File: src/rtl/axis_dvi_timing_out.sv
// axis_dvi_timing_out: AXI4-Stream video to DVI raster timing with frame lock and underflow recovery (optional AXIS_DVI_TEST_PATTERN_EN colour bars)
module axis_dvi_timing_out #(
    parameter int H_ACTIVE = 640,
    parameter int H_FP     = 16,
    parameter int H_SYNC   = 96,
    parameter int H_BP     = 48,
    parameter int V_ACTIVE = 480,
    parameter int V_FP     = 10,
    parameter int V_SYNC   = 2,
    parameter int V_BP     = 33,
    parameter bit SYNC_POL = 1'b0
) (
    input  logic        clk,
    input  logic        resetn,
    input  logic [23:0] s_axis_tdata,
    input  logic        s_axis_tvalid,
    input  logic        s_axis_tuser,
    input  logic        s_axis_tlast,
    input  logic        clr_status,
`ifdef AXIS_DVI_TEST_PATTERN_EN
    input  logic        test_pattern,
`endif
    output logic        s_axis_tready,
    output logic [23:0] vid_data,
    output logic        vid_hsync,
    output logic        vid_vsync,
    output logic        vid_de,
    output logic        locked,
    output logic        underflow
);

    localparam int H_TOT = H_ACTIVE + H_FP + H_SYNC + H_BP;
    localparam int V_TOT = V_ACTIVE + V_FP + V_SYNC + V_BP;
    localparam int HW = $clog2(H_TOT);
    localparam int VW = $clog2(V_TOT);
    localparam logic [HW-1:0] H_LAST = HW'(H_TOT - 1);
    localparam logic [HW-1:0] H_ACT  = HW'(H_ACTIVE);
    localparam logic [HW-1:0] H_SS   = HW'(H_ACTIVE + H_FP);
    localparam logic [HW-1:0] H_SE   = HW'(H_ACTIVE + H_FP + H_SYNC);
    localparam logic [VW-1:0] V_LAST = VW'(V_TOT - 1);
    localparam logic [VW-1:0] V_ACT  = VW'(V_ACTIVE);
    localparam logic [VW-1:0] V_SS   = VW'(V_ACTIVE + V_FP);
    localparam logic [VW-1:0] V_SE   = VW'(V_ACTIVE + V_FP + V_SYNC);

    typedef enum logic [1:0] {SEARCH, WAIT, LOCKED} state_t;

    state_t      st, nxt;
    logic [HW-1:0] h_cnt;
    logic [VW-1:0] v_cnt;
    logic        active, hs, vs, origin, frame_end;
    logic        rdy, err;
    logic [23:0] pix;
    logic        unused_tlast;

    assign unused_tlast = s_axis_tlast;
    assign active    = (h_cnt < H_ACT) && (v_cnt < V_ACT);
    assign hs        = (h_cnt >= H_SS) && (h_cnt < H_SE);
    assign vs        = (v_cnt >= V_SS) && (v_cnt < V_SE);
    assign origin    = (h_cnt == '0) && (v_cnt == '0);
    assign frame_end = (h_cnt == H_LAST) && (v_cnt == V_LAST);
    assign locked    = (st == LOCKED);
    // Ready is forced low while reset is held so the stream sees no handshake during reset.
    assign s_axis_tready = resetn && rdy;

`ifdef AXIS_DVI_TEST_PATTERN_EN
    localparam int BAR_W = (H_ACTIVE >= 8) ? H_ACTIVE / 8 : 1;
    int          bar_idx;
    logic [2:0]  bar;
    logic [23:0] bar_rgb;

    // Eight equal-width bars; R/G/B bits fall out of the bar index directly.
    always_comb begin
        bar_idx = int'(h_cnt) / BAR_W;
        bar     = (bar_idx > 7) ? 3'd7 : 3'(bar_idx);
        bar_rgb = {{8{~bar[1]}}, {8{~bar[2]}}, {8{~bar[0]}}};
    end
`endif

    // Free-running raster counters; they never stall regardless of lock state.
    always_ff @(posedge clk or negedge resetn) begin
        if (!resetn) begin
            h_cnt <= '0;
            v_cnt <= '0;
        end else if (h_cnt == H_LAST) begin
            h_cnt <= '0;
            v_cnt <= (v_cnt == V_LAST) ? '0 : v_cnt + 1'b1;
        end else begin
            h_cnt <= h_cnt + 1'b1;
        end
    end

    // Lock state register.
    always_ff @(posedge clk or negedge resetn) begin
        if (!resetn) st <= SEARCH;
        else         st <= nxt;
    end

    // Next state, stream ready, error detection and pixel selection.
    always_comb begin
        nxt = st;
        rdy = 1'b0;
        err = 1'b0;
        pix = '0;
        case (st)
            SEARCH: begin
                rdy = ~s_axis_tuser;
                if (s_axis_tvalid && s_axis_tuser) nxt = WAIT;
            end
            WAIT: begin
                if (frame_end) nxt = LOCKED;
            end
            LOCKED: begin
                rdy = active && !(s_axis_tuser && !origin);
                if (active && !s_axis_tvalid) begin
                    err = 1'b1;
                    nxt = SEARCH;
                end else if (active && s_axis_tuser && !origin) begin
                    err = 1'b1;
                    nxt = WAIT;
                end else if (active) begin
                    pix = s_axis_tdata;
                    if (origin && !s_axis_tuser) begin
                        err = 1'b1;
                        nxt = SEARCH;
                    end
                end
            end
            default: nxt = SEARCH;
        endcase
`ifdef AXIS_DVI_TEST_PATTERN_EN
        if (test_pattern) begin
            nxt = SEARCH;
            rdy = 1'b1;
            err = 1'b0;
            pix = active ? bar_rgb : '0;
        end
`endif
    end

    // Registered video outputs, one clock behind the counters that produced them.
    always_ff @(posedge clk or negedge resetn) begin
        if (!resetn) begin
            vid_data  <= '0;
            vid_de    <= 1'b0;
            vid_hsync <= ~SYNC_POL;
            vid_vsync <= ~SYNC_POL;
        end else begin
            vid_data  <= pix;
            vid_de    <= active;
            vid_hsync <= hs ? SYNC_POL : ~SYNC_POL;
            vid_vsync <= vs ? SYNC_POL : ~SYNC_POL;
        end
    end

    // Sticky underflow flag; a new error in the same clock beats the clear.
    always_ff @(posedge clk or negedge resetn) begin
        if (!resetn)         underflow <= 1'b0;
        else if (err)        underflow <= 1'b1;
        else if (clr_status) underflow <= 1'b0;
    end

endmodule

File: config.mk
export PLATFORM = sky130hd
export DESIGN_NAME = axis_dvi_timing_out
export DESIGN_NICKNAME = d
export VERILOG_FILES = /design/src/rtl/axis_dvi_timing_out.sv
export SDC_FILE = /design/constraint.sdc
export NUM_CORES = 1
export LEC_CHECK = 0
export CAP_MARGIN = 0
export CORE_AREA = 4 4 72 74
export DETAILED_ROUTE_END_ITERATION = 12
export DIE_AREA = 0 0 76 78
export PLACE_DENSITY = 0.84
export SLEW_MARGIN = 5
export SYNTH_ARGS = -nofsm -noshare
export SYNTH_HDL_FRONTEND = slang
export SYNTH_SLANG_ARGS = --single-unit
File: constraint.sdc
create_clock -name clk -period 5.5 [get_ports clk]
set_clock_uncertainty 0.05 [all_clocks]
set_input_delay 1.1 -clock clk [delete_from_list [all_inputs] [get_ports clk]]
set_output_delay 1.1 -clock clk [all_outputs]
set_load 0.1 [all_outputs]
==> summary.md, run 1 <==
| Metric | Value |
|---|---|
| Final Non-Filler Cells | `322` |
| Mapped Area | `0.00222 sq mm` |
| Setup WS pre-CTS | `about 1.3 ns` |
| Setup TNS | `0 ns` |
| Starting Density | `about half` |
| Vias per std cell | `~5.3` |
| Distinct cells, synth | `39` |
| Crit path max fanout | `5` |
| Leakage power | `approximately 0.0012 uW` |
| Post-synth EDFFs | `0` |
| Number of global-route vias before repair | `1687` |
| Worst Tran Pin Value | `between 1 and 1.5 ns` |
| Fillers | `around 370` |
| Reg clk slew, reported paths | `roughly 0.090 ns` |
| Top cell type's share of synthesized area | `54.1%` |
| Clk_lat worst skew | `about 0.30 ns` |
| DRT met1 WL | `between 2 and 2.5 mm` |
| DRT Pass-1 Iters | `4` |
| Primary FF master, synth | `dfrtp_1` |
| RSZ-0062 raised after global routing | `false` |
| CTS tree | `yes` |
| Syn Area/Cell | `between 10 and 15 sq um` |
| Hold Crit Class | `reg -> reg` |
| Antenna Nets Post-Route | `0` |
| Final worst slack | `0.971 ns` |
| CP Data Required Time | `4.35 ns` |
| Final period utilization | `82.3%` |
| Util after Layout | `roughly 63%` |
| H-Tree Level Count | `2` |
| Worst VDD drop | `112 uV` |
| Commonest non-fill, non-tap cell in the layout | `clkdlybuf4s50_1` |
| Status | `finished clean` |
| CTS root buf | `clkbuf_8` |
| Asr flop ratio synth | `100%` |
| Sequential share of the synthesized area | `56.4%` |
| Met2 WL post-DR | `between 2 and 2.5 mm` |
| Final setup viols | `0` |
| Post-CTS repair timing setup buffer count | `0` |
| Ant diodes | `0` |
| FMAX | `~220 MHz` |
| Largest cells by area after synthesis | `dfrtp_1 (54%), and2_1 (7.6%), nand2_1 (3.0%)` |
| Most frequent cells in the layout | `clkdlybuf4s50_1 (57), dfrtp_1 (48), and2_1 (27), nand2_1 (18), o21ai_0 (13)` |
| Met3 WL | `348 microns` |
| Area growth syn-to-layout | `30.8%` |
| FF/Latch Area | `between 0.001 and 0.0015 sq mm` |
| Total Wirelength | `4.77 mm` |
| First-pass GRT wire length | `a little over 8 mm` |
| PwrDens | `about 210 mW/mm^2` |
| CTS sink count | `50` |
| Fraction of layout cells with a size suffix above 1 | `roughly 5.2%` |
| DR WL/cell | `about 15 microns` |
| Post-DP HPWL | `3.49 mm` |
| Footprint of the multi-input gates | `approximately 880 sq um` |
| Largest net degree at the start of global routing | `51` |
| CTS Buffer Depth | `2` |
| Worst Setup Start Kind | `flip-flop` |
| Tmin final | `about 4.5 ns` |
| Synth Warn # | `0` |
| Number of hold buffers added after cts | `0` |
| Max_cap viols | `0` |
| Num CTS Buffers | `5` |
| Uppermost layer routed | `met4` |
| Total Nets Final | `approximately 300` |
| GRT Overall Usage | `~17%` |
| Total congestion overflow | `0` |
| Worst relative slew slack | `around 33%` |
| Yosys top cell by area | `dfrtp_1` |
| Port buffer count | `58` |
| Die width | `between 70 and 80 microns` |
| Post-cts resize count | `0` |
| Starting DRC count in detailed routing | `100` |
| Initial antenna violation count | `0` |
| Worst setup EP type | `output pin` |
| Mapped Nets | `approximately 240` |
| Num ports | `60` |
| Final Max Slew Viols | `0` |
| Post-Syn Instances | `209` |
| Number of remaining DRC errors | `0` |
| Critical Path AT | `3.38 ns` |
| Placed cells | `between 300 and 400` |
| Core Rows | `25` |
| Routed vias | `roughly 1700` |
| DIE AREA | `between 0.005 and 0.006 sq mm` |
| GP Congestion | `~0.84` |
| Worst Path Class, Setup | `reg -> out` |
| Core area | `approximately 0.0046 sq mm` |
| Final hold vios | `0` |
| Register bit total from synthesis | `50` |
| Die Span Y | `78 microns` |
## worst paths after layout
kind	from	slack, ns	endpoint	cells after the start
max	h_cnt[0]	0.97	s_axis_tready	8
min reg2reg	v_cnt[8]	0.45	v_cnt[8]	1
min	v_cnt[8]	0.45	v_cnt[8]	1
max reg2reg	v_cnt[7]	3.24	v_cnt[4]	5
max in group asynchronous	resetn	4.13	v_cnt[9]	2
min in group asynchronous	resetn	0.87	st[1]	2
## per-layer routing
layer | up-vias | global-route usage, %
li1 | 831 | -
met1 | 806 | 24.4
met2 | 71 | 25.4
met3 | 5 | 4.76
met4 | 0 | 3.91
met5 | - | 0
## cell usage after synthesis, types with 3 or more instances
cell / instances
and4_1: 6
inv_1: 8
nand2_1: 18
and2_1: 27
clkbuf_1: 4
nor2b_1: 5
a21oi_1: 5
xnor2_1: 6
o31ai_1: 3
buf_6: 3
nand4_1: 6
nand3_1: 10
dfrtp_1: 48
nor2_1: 8
nor3_1: 5
ha_1: 4
nand2b_1: 4
o21ai_0: 13
## sequential cells by signal, indices dropped and copies added (netlist names)
signal	cells
vid_data	24
v_cnt	10
vid_de	1
st	2
vid_hsync	1
h_cnt	10
vid_vsync	1
underflow	1
## through the flow
| stage | hold WS [ns] | total power (uW) | cell area [sq um] |
|---|---|---|---|
| 2_1_floorplan | 0.404 | 385 | 2220 |
| 3_3_place_gp | 0.432 | 415 | 2820 |
| 3_5_place_dp | 0.431 | 415 | 2820 |
| 4_1_cts | 0.448 | 626 | 2910 |
| 5_1_grt | 0.473 | 645 | 2910 |
| 6_report | 0.447 | 619 | 2910 |
## logic make-up (layout without fill, tap and decap cells)
logic type / count (synthesis) / count (layout) / share of synthesized area [%]
adder cells (fa/ha/maj): 4 / 4 / 2.25
flip-flops: 50 / 50 / 56.4
AO/OA/AOI/OAI: 28 / 28 / 7.55
XOR/XNOR: 8 / 8 / 3.15
AND/OR/NAND/NOR: 103 / 103 / 26.9
buffers and inverters: 16 / 75 / 3.77
## layout make-up
| type | count | area share, % |
|---|---|---|
| inverters | 8 | 1.03 |
| repair buffers | 59 | 20.1 |
| clock buffers | 6 | 2.50 |
| well taps | 54 | 2.32 |
| clock inverters | 2 | 0.517 |
| multi-input cells | 143 | 30.4 |
| flip-flops and latches | 50 | 43.1 |
## critical path, stage by stage (launching register included)
cell and delay, ns:
dfrtp_1 0.43, inv_1 0.07, ha_1 0.14, or4b_1 0.44
or3_4 0.36, nor2_1 0.14, nand2_1 0.07, a221oi_1 0.23
clkdlybuf4s50_1 1.20
## power by group
part | leakage [uW] | switching, uW | internal [uW]
clock network | 0.0000374 | 121 | 89.8
registers | 0.000668 | 2.10 | 369
logic | 0.000534 | 16.1 | 20.7
total | 0.00124 | 139 | 479
Power figures use the tool's default switching activity.
==> inputs of run 2 (changes only) <==
--- a/config.mk
+++ b/config.mk
@@ -6,10 +6,10 @@
 export NUM_CORES = 1
 export LEC_CHECK = 0
 export CAP_MARGIN = 0
-export CORE_AREA = 4 4 72 74
+export CORE_AREA = 4 4 74 76
 export DETAILED_ROUTE_END_ITERATION = 12
-export DIE_AREA = 0 0 76 78
-export PLACE_DENSITY = 0.84
+export DIE_AREA = 0 0 78 80
+export PLACE_DENSITY = 0.8
 export SLEW_MARGIN = 5
 export SYNTH_ARGS = -nofsm -noshare
 export SYNTH_HDL_FRONTEND = slang
==> constraint.sdc (replaced) <==
create_clock -name clk -period 4.7 [get_ports clk]
set_clock_uncertainty 0.05 [all_clocks]
set_input_delay 0.94 -clock clk [delete_from_list [all_inputs] [get_ports clk]]
set_output_delay 0.94 -clock clk [all_outputs]
set_load 0.1 [all_outputs]
==> run 2 against run 1 <==
- utilization down 0.83 points
- clock-buffer cell count down 1
- routed wire length down 2.0%
- design area up 1.4%
- sequential cell count unchanged
- hold slack better by 0.0034 ns
- first-iteration DRC count down 11%
- sequential share of layout area down 0.59 points
- critical path depth unchanged
- critical endpoint unchanged
- largest cell class unchanged
==> summary.md, run 2 (synthesis gave the netlist of run 1 again) <==
| Metric | Value |
|---|---|
| DR WL/cell | `approximately 14 microns` |
| Final Non-Filler Cells | `334` |
| R2R setup slack | `2.46 ns` |
| DRT met1 WL | `between 1.5 and 2 mm` |
| H-Tree Level Count | `2` |
| CTS sink count | `50` |
| PwrDens | `about 260 mW/mm^2` |
| Worst Path Class, Setup | `reg -> out` |
| Critical Path AT | `2.47 ns` |
| Hold Crit Class | `reg -> reg` |
| Clock Power Share | `approximately two fifths` |
| Int Power | `around 600 uW` |
| Placed cells | `roughly 330` |
| Most frequent cells in the layout | `clkdlybuf4s50_1 (56), dfrtp_1 (48), and2_1 (27), nand2_1 (18), o21ai_0 (13)` |
| Post-DP HPWL | `approximately 3.4 mm` |
| Number of hold buffers added after cts | `0` |
| Starting Density | `47.0%` |
| Total Nets Final | `around 300` |
| Comb pwr share | `roughly 5.5%` |
| Final Power | `between 700 and 800 uW` |
| Antenna Nets Post-Route | `0` |
| Num CTS Buffers | `5` |
| Die Span Y | `about 80 microns` |
| Worst setup EP type | `output pin` |
| Largest net degree at the start of global routing | `~50` |
| Worst Setup Start Kind | `flip-flop` |
| Tmin final | `3.46 ns` |
| Setup WS pre-CTS | `1.56 ns` |
| Post-cts resize count | `0` |
| Final Max Slew Viols | `0` |
| Met2 WL post-DR | `roughly 2.5 mm` |
| Routed vias | `about 1700` |
| Port buffer count | `58` |
| Total Wirelength | `4.67 mm` |
| FMAX | `between 200 and 300 MHz` |
| Fraction of layout cells with a size suffix above 1 | `around 6.0%` |
| Crit path max fanout | `5` |
| CP Data Required Time | `around 3.7 ns` |
| Sequential power share | `about 56%` |
| Area growth syn-to-layout | `32.6%` |
| GRT Overall Usage | `around 16%` |
| Number of global-route vias before repair | `1677` |
| Final hold vios | `0` |
| Initial antenna violation count | `0` |
| CTS root buf | `clkbuf_8` |
| Met3 WL | `~210 microns` |
| Final period utilization | `about three quarters` |
| Final setup viols | `0` |
| DIE AREA | `approximately 0.0062 sq mm` |
| Starting DRC count in detailed routing | `89` |
| RSZ-0062 raised after global routing | `false` |
| GP Congestion | `~0.84` |
| Max_cap viols | `0` |
| Die width | `78 microns` |
| Leakage power | `around 0.0013 uW` |
| Clk_lat worst skew | `~0.3 ns` |
| Biggest register | `vid_data` |
| Fillers | `395` |
| Vias per std cell | `a little over 5` |
| Commonest non-fill, non-tap cell in the layout | `clkdlybuf4s50_1` |
| Setup TNS | `0 ns` |
| Number of flip-flops in the largest register | `24` |
| First-pass GRT wire length | `7.87 mm` |
| Reg clk slew, reported paths | `roughly 0.080 ns` |
| Sw Ratio | `20.7%` |
| NetSw | `around 160 uW` |
| Num ports | `60` |
| Core Rows | `25` |
| Uppermost layer routed | `met4` |
| Status | `finished clean` |
| Core area | `between 0.004 and 0.005 sq mm` |
| DRT Pass-1 Iters | `4` |
| Top Registers | `vid_data: 24 flops, h_cnt: 10 flops, v_cnt: 10 flops` |
| Post-CTS repair timing setup buffer count | `0` |
| Total congestion overflow | `0` |
| Worst VDD drop | `about 170 uV` |
| Ant diodes | `0` |
| Final worst slack | `1.24 ns` |
| Worst Tran Pin Value | `around 1.0 ns` |
| CTS Buffer Depth | `2` |
| Hold slack | `0.451 ns` |
| Number of remaining DRC errors | `0` |
| CTS tree | `yes` |
| Worst relative slew slack | `between 30% and 40%` |
==> run 2: changes by cell type in the layout (fill, tap and decap cells not counted) <==
cell and delta:
clkdlybuf4s50_1 -1, a221oi_2 +1, clkinv_4 +1, buf_4 +1, clkbuf_1 -1, clkinvlp_4 -2
a221oi_1 -1, bufinv_16 +1
==> run 2: metal layers <==
metal,up-vias,global-route usage (%)
met1,828,19.4
met4,0,5.24
met5,-,0
li1,828,-
met3,5,3.84
met2,40,28.1
==> run 2: path summary, 6_finish.rpt <==
path	from	endpoint	cells past startpoint
setup reg to reg	v_cnt[7]	v_cnt[4]	5
hold reg to reg	v_cnt[8]	v_cnt[8]	1
hold / removal	v_cnt[8]	v_cnt[8]	1
min in group asynchronous	resetn	h_cnt[5]	2
max in group asynchronous	resetn	vid_data[6]	2
setup / recovery	h_cnt[0]	s_axis_tready	8
==> run 2: layout make-up <==
type	count	area [sq um]	share of cell area [%]
clock buffer	5	68.8	2.34
inverter	8	30.0	1.02
timing repair buffer	59	581	19.7
clock inverter	2	38.8	1.32
tap	67	83.8	2.85
multi-input combinational	143	891	30.2
sequential	50	1250	42.5
==> run 2: worst max-delay path, cell delays in order (launching register included) <==
cell      delay, ns
dfrtp_1        0.42
inv_1          0.07
ha_1           0.13
or4b_1         0.44
or3_4          0.37
nor2_1         0.13
nand2_1        0.08
a221oi_2       0.21
buf_4          0.32
==> run 2: power groups by stage <==
| stage | Combinational [uW] | Clock [uW] | Sequential [uW] |
|---|---|---|---|
| 6_report | 42.4 | 295 | 434 |
| 5_1_grt | 47.1 | 321 | 435 |
| 3_3_place_gp | 42.8 | 0 | 442 |
| 3_5_place_dp | 43.3 | 0 | 443 |
| 4_1_cts | 43.6 | 300 | 434 |
| 2_1_floorplan | 9.35 | 0 | 442 |
==> run 2: stage by stage <==
stage	instance area (sq um)	util (%)
6_report	2950	62.4
2_1_floorplan	2230	-
5_1_grt	2950	62.4
4_1_cts	2950	62.4
3_3_place_gp	2840	60.1
3_5_place_dp	2840	60.1
